`config.mk`:
```
export PLATFORM = sky130hd
export DESIGN_NAME = exe_result_collector
export DESIGN_NICKNAME = d
export VERILOG_FILES = /design/src/rtl/exe_result_collector.sv
export SDC_FILE = /design/constraint.sdc
export NUM_CORES = 1
export LEC_CHECK = 0
export CELL_PAD_IN_SITES_DETAIL_PLACEMENT = 1
export CELL_PAD_IN_SITES_GLOBAL_PLACEMENT = 2
export CORE_AREA = 5 5 131 133
export CTS_BUF_LIST = sky130_fd_sc_hd__clkbuf_8
export DETAILED_ROUTE_END_ITERATION = 6
export DIE_AREA = 0 0 136 138
export DONT_BUFFER_PORTS = 1
export PLACE_DENSITY_LB_ADDON = 0.1
export SYNTH_ARGS = -nofsm -noshare
export SYNTH_HDL_FRONTEND = slang
export SYNTH_SLANG_ARGS = --single-unit
```
`constraint.sdc`:
```
create_clock -name clock -period 4.05 [get_ports clock]
set_input_delay 0.6075 -clock clock [delete_from_list [all_inputs] [get_ports clock]]
set_output_delay 0.6075 -clock clock [all_outputs]
set_load 0.02 [all_outputs]
```
`src/rtl/exe_result_collector.sv`:
```
// Result collector between the integer execution units and register-file write-back.
// Buffers results in an in-order FIFO, stalls issue near full and flags any dropped result.
module exe_result_collector #(
  parameter int unsigned WIDTH_DATA = 32,
  parameter int unsigned DEPTH_FIFO = 4,
  parameter type         TYPE       = logic [7:0]
) (
  input  logic                          clock,
  input  logic                          reset,
  input  logic                          I_Valid,
  input  logic [WIDTH_DATA-1:0]         I_Data,
  input  TYPE                           I_Token,
  output logic                          O_Stall,
  output logic                          O_WB_Valid,
  input  logic                          I_WB_Ready,
  output logic [WIDTH_DATA-1:0]         O_WB_Data,
  output TYPE                           O_WB_Token,
  output logic [$clog2(DEPTH_FIFO):0]   O_Count,
  output logic                          O_Overflow
);

  localparam int unsigned AW = $clog2(DEPTH_FIFO);
  localparam int unsigned CW = AW + 1;

  logic [AW-1:0]         wr_ptr;
  logic [AW-1:0]         rd_ptr;
  logic [CW-1:0]         count;
  logic                  overflow;
  logic [WIDTH_DATA-1:0] mem_data  [DEPTH_FIFO];
  TYPE                   mem_token [DEPTH_FIFO];

  logic full;
  logic push;
  logic pop;
  logic wb_valid;

  // full is taken from the registered count, so a pop in the same cycle never frees a slot
  assign full     = (count == CW'(DEPTH_FIFO));
  assign wb_valid = (count != '0);
  assign push     = I_Valid & ~full;
  assign pop      = wb_valid & I_WB_Ready;

  always_ff @(posedge clock or negedge reset) begin
    if (!reset) begin
      wr_ptr   <= '0;
      rd_ptr   <= '0;
      count    <= '0;
      overflow <= 1'b0;
      for (int unsigned i = 0; i < DEPTH_FIFO; i++) begin
        mem_data[i]  <= '0;
        mem_token[i] <= '0;
      end
    end else begin
      if (push) begin
        mem_data[wr_ptr]  <= I_Data;
        mem_token[wr_ptr] <= I_Token;
        wr_ptr            <= wr_ptr + 1'b1;
      end
      if (pop) begin
        rd_ptr <= rd_ptr + 1'b1;
      end
      case ({push, pop})
        2'b10:   count <= count + 1'b1;
        2'b01:   count <= count - 1'b1;
        default: count <= count;
      endcase
      if (I_Valid && full) begin
        overflow <= 1'b1;
      end
    end
  end

  always_comb begin
    O_WB_Data  = '0;
    O_WB_Token = '0;
    if (wb_valid) begin
      O_WB_Data  = mem_data[rd_ptr];
      O_WB_Token = mem_token[rd_ptr];
    end
  end

  // One entry of slack absorbs the single operation already in flight when stall is seen
  assign O_Stall    = (count >= CW'(DEPTH_FIFO - 1));
  assign O_WB_Valid = wb_valid;
  assign O_Count    = count;
  assign O_Overflow = overflow;

endmodule

```
==> results.toml <==
[floorplan]
fp.dieH_um = 138
die_area_um2 = 18800
initial_core_util_pct = 49.0
fp-row-count = 46
core_area_um2 = 15700
ios = 90
die_x_um = 136

[sta]
fin_ws_ns = 1.09
relSlewSlack_pct = 44.3
hold_viol_final = 168
fin_crit_sh_pct = 73.1
finalSetupViolCount = 0
skew_ns = 0.00923
hold_slack_ns = -0.147
fmax_mhz = 338
tns_ns = 0
slew_violations = 0
layout_min_cycle_time_ns = 2.96
worst_slew_pin_slew_ns = 0.833
rsz0062_at_grt = "false"

[routing]
wl_met1_um = 6800
highest_layer = "met4"
vias_per_cell = 5.52
met2_length_um = 8200
vias = 3867
first_iter_violations = 114
drc = 0
ant_nets = 0
dr.pass1.iters = 4
wl_met3_um = 803
wl_per_cell_um = 22.7
drt-total-wl_um = 15900

[worst_setup_path]
r2r_cells = 9
cp_cell_sequence = "buf_12, mux4_2, and2_1"
slowest_delay_ns = 0.77
timing.reg2reg.setup_slack_ns = 1.47
crit_path_end_kind = "primary output"
crit_required_ns = 3.44
worstReg2RegStart = "O_Count[0]$_DFFE_PN0P_"
crit_fanout = 26
cpMaxStageDelayCell = "dfrtp_2"
path_class = "flop to primary output"
cp-startpoint = "rd_ptr[0]$_DFFE_PN0P_"
critPathArrivalTime_ns = 2.35
reg2reg_to = "O_Count[2]$_DFFE_PN0P_"
critPathLaunchType = "flop"

[grt]
grt_use_total_pct = 18.2
grt_overflow_total = 0
grt_pass1_wl_um = 26400
grt_pass1_vias = 4636
grt_antenna_before_repair = 0
grt_start_max_net_pins = 169

[yosys]
ys_ff_latch = 168
syn_area_per_cell_um2 = 16.2
yosysWarnings = 0
synthCells = 474
netlist_area_um2 = 7700
synthesis.nets = 524
synth.distinct_cells = 20
ys_seq_area_share_pct = 54.6

[finish]
final_common_cell = "dfrtp_1"
num-nets-final = 521
area.growth.synth_to_final_pct = 8.06
drive_gt1_share_pct = 51.2
final_cell_mix = "dfrtp_1 (166), mux2_2 (161), and2_1 (41)"
fill_cells = 1471
diodes = 0
final-instance-count-excl-fill = 700

[power_and_ir_drop]
ir_worst_vdd_mv = 0.470
total_power_mw = 7.99
pwr_density_cell_nw_per_um2 = 961
p_leak_nw = 3.38

[clock_tree]
cts.repair.resized = 0
cts.sinks = 168
post_cts_buffers = 0
cts_buffers = 17
clk_pin_slew_ns = 0.09
cts-root-buf = "clkbuf_8"
htree_levels = 4
clockBufferDepth = 2
cts_tree = "done"
insertion_delay_ns = 0.44

[placed_design]
portBuffers = 0
gp_congestion = 0.680
placed_cells = 668
post-place-ws_ns = 1.44
hpwlAfterDp_um = 9720

[hold_path]
hold_class = "primary input to async pin"

[run_status]
status = "finished with violations"
violations = "negative hold slack"

[flow_run]
cap_viol_max_count = 0
-- cells by family after synthesis --
group,Yosys count,share of synthesized area (%)
fa+ha+maj,6,1.07
flops,168,54.6
compound gates,2,0.195
mux,202,35.4
simple gates,54,4.24
buf+inv,36,3.79
xor+xnor,6,0.683
-- report_power, final --
| part | switching (mW) | internal (mW) | total, mW |
|---|---|---|---|
| Sequential | 0.568 | 2.54 | 3.11 |
| Combinational | 1.60 | 1.78 | 3.38 |
| Clock | 0.609 | 0.888 | 1.50 |
-- worst max-delay path: cells and delay by family, from the launching register on --
family / cells / cell delay, ns
buffers and inverters: 1 / 0.33
flip-flops: 1 / 0.77
multiplexers: 1 / 0.55
AND/OR/NAND/NOR: 1 / 0.25
-- per-stage QoR --
step	util, %	area [um^2]
2_1_floorplan	-	7700
3_3_place_gp	49.7	7810
3_5_place_dp	49.7	7810
4_1_cts	52.9	8320
5_1_grt	52.9	8320
6_report	52.9	8320
-- synthesized netlist by cell type, drive strengths merged --
library cell    n  area share (%)
nand2           4            0.20
xor2            3            0.34
or3             1           0.081
fa              1            0.26
buf            25             3.3
nor2            5            0.24
nor3b           1            0.24
clkbuf          6            0.29
mux2          161              24
mux2i           1            0.13
and2           41             3.3
nand3           1           0.065
inv             5            0.24
xnor2           3            0.34
nand2b          1           0.081
ha              5            0.81
dfrtp         168              55
mux4           40              12
a21o            2            0.20
-- registers in the layout, summed over array words and instances (netlist names) --
signal      flops
mem_data      128
mem_token      32
O_Count         3
rd_ptr          2
wr_ptr          2
O_Overflow      1
-- layout make-up --
class | count | area [um^2] | area share (%)
Timing Repair Buffer | 9 | 80.1 | 0.963
Multi-Input combinational cell | 270 | 3230 | 38.8
Clock buffer | 19 | 262 | 3.14
Inverter | 5 | 18.8 | 0.226
Clock inverter | 13 | 249 | 2.99
Sequential cell | 168 | 4210 | 50.6
Tap cell | 216 | 270 | 3.25
-- worst max path at each step --
stage | slack (ns) | endpoint | depth (start not counted)
6_report | 1.09 | O_WB_Data[25] | 3
3_5_place_dp | 1.44 | O_Count[2]$_DFFE_PN0P_ | 9
4_1_cts | 0.99 | O_WB_Data[25] | 3
5_1_grt | 0.91 | O_WB_Data[25] | 3
2_1_floorplan | 1.93 | O_WB_Data[0] | 4
3_3_place_gp | 1.49 | O_Count[2]$_DFFE_PN0P_ | 9
-- routing by layer --
| layer | up-vias | global-route usage, % |
|---|---|---|
| met1 | 2098 | 23.6 |
| met2 | 64 | 29.9 |
| met3 | 6 | 5.70 |
| met4 | 0 | 4.03 |
| li1 | 1699 | - |
| met5 | - | 0 |
(Power assumes the default switching activity.)
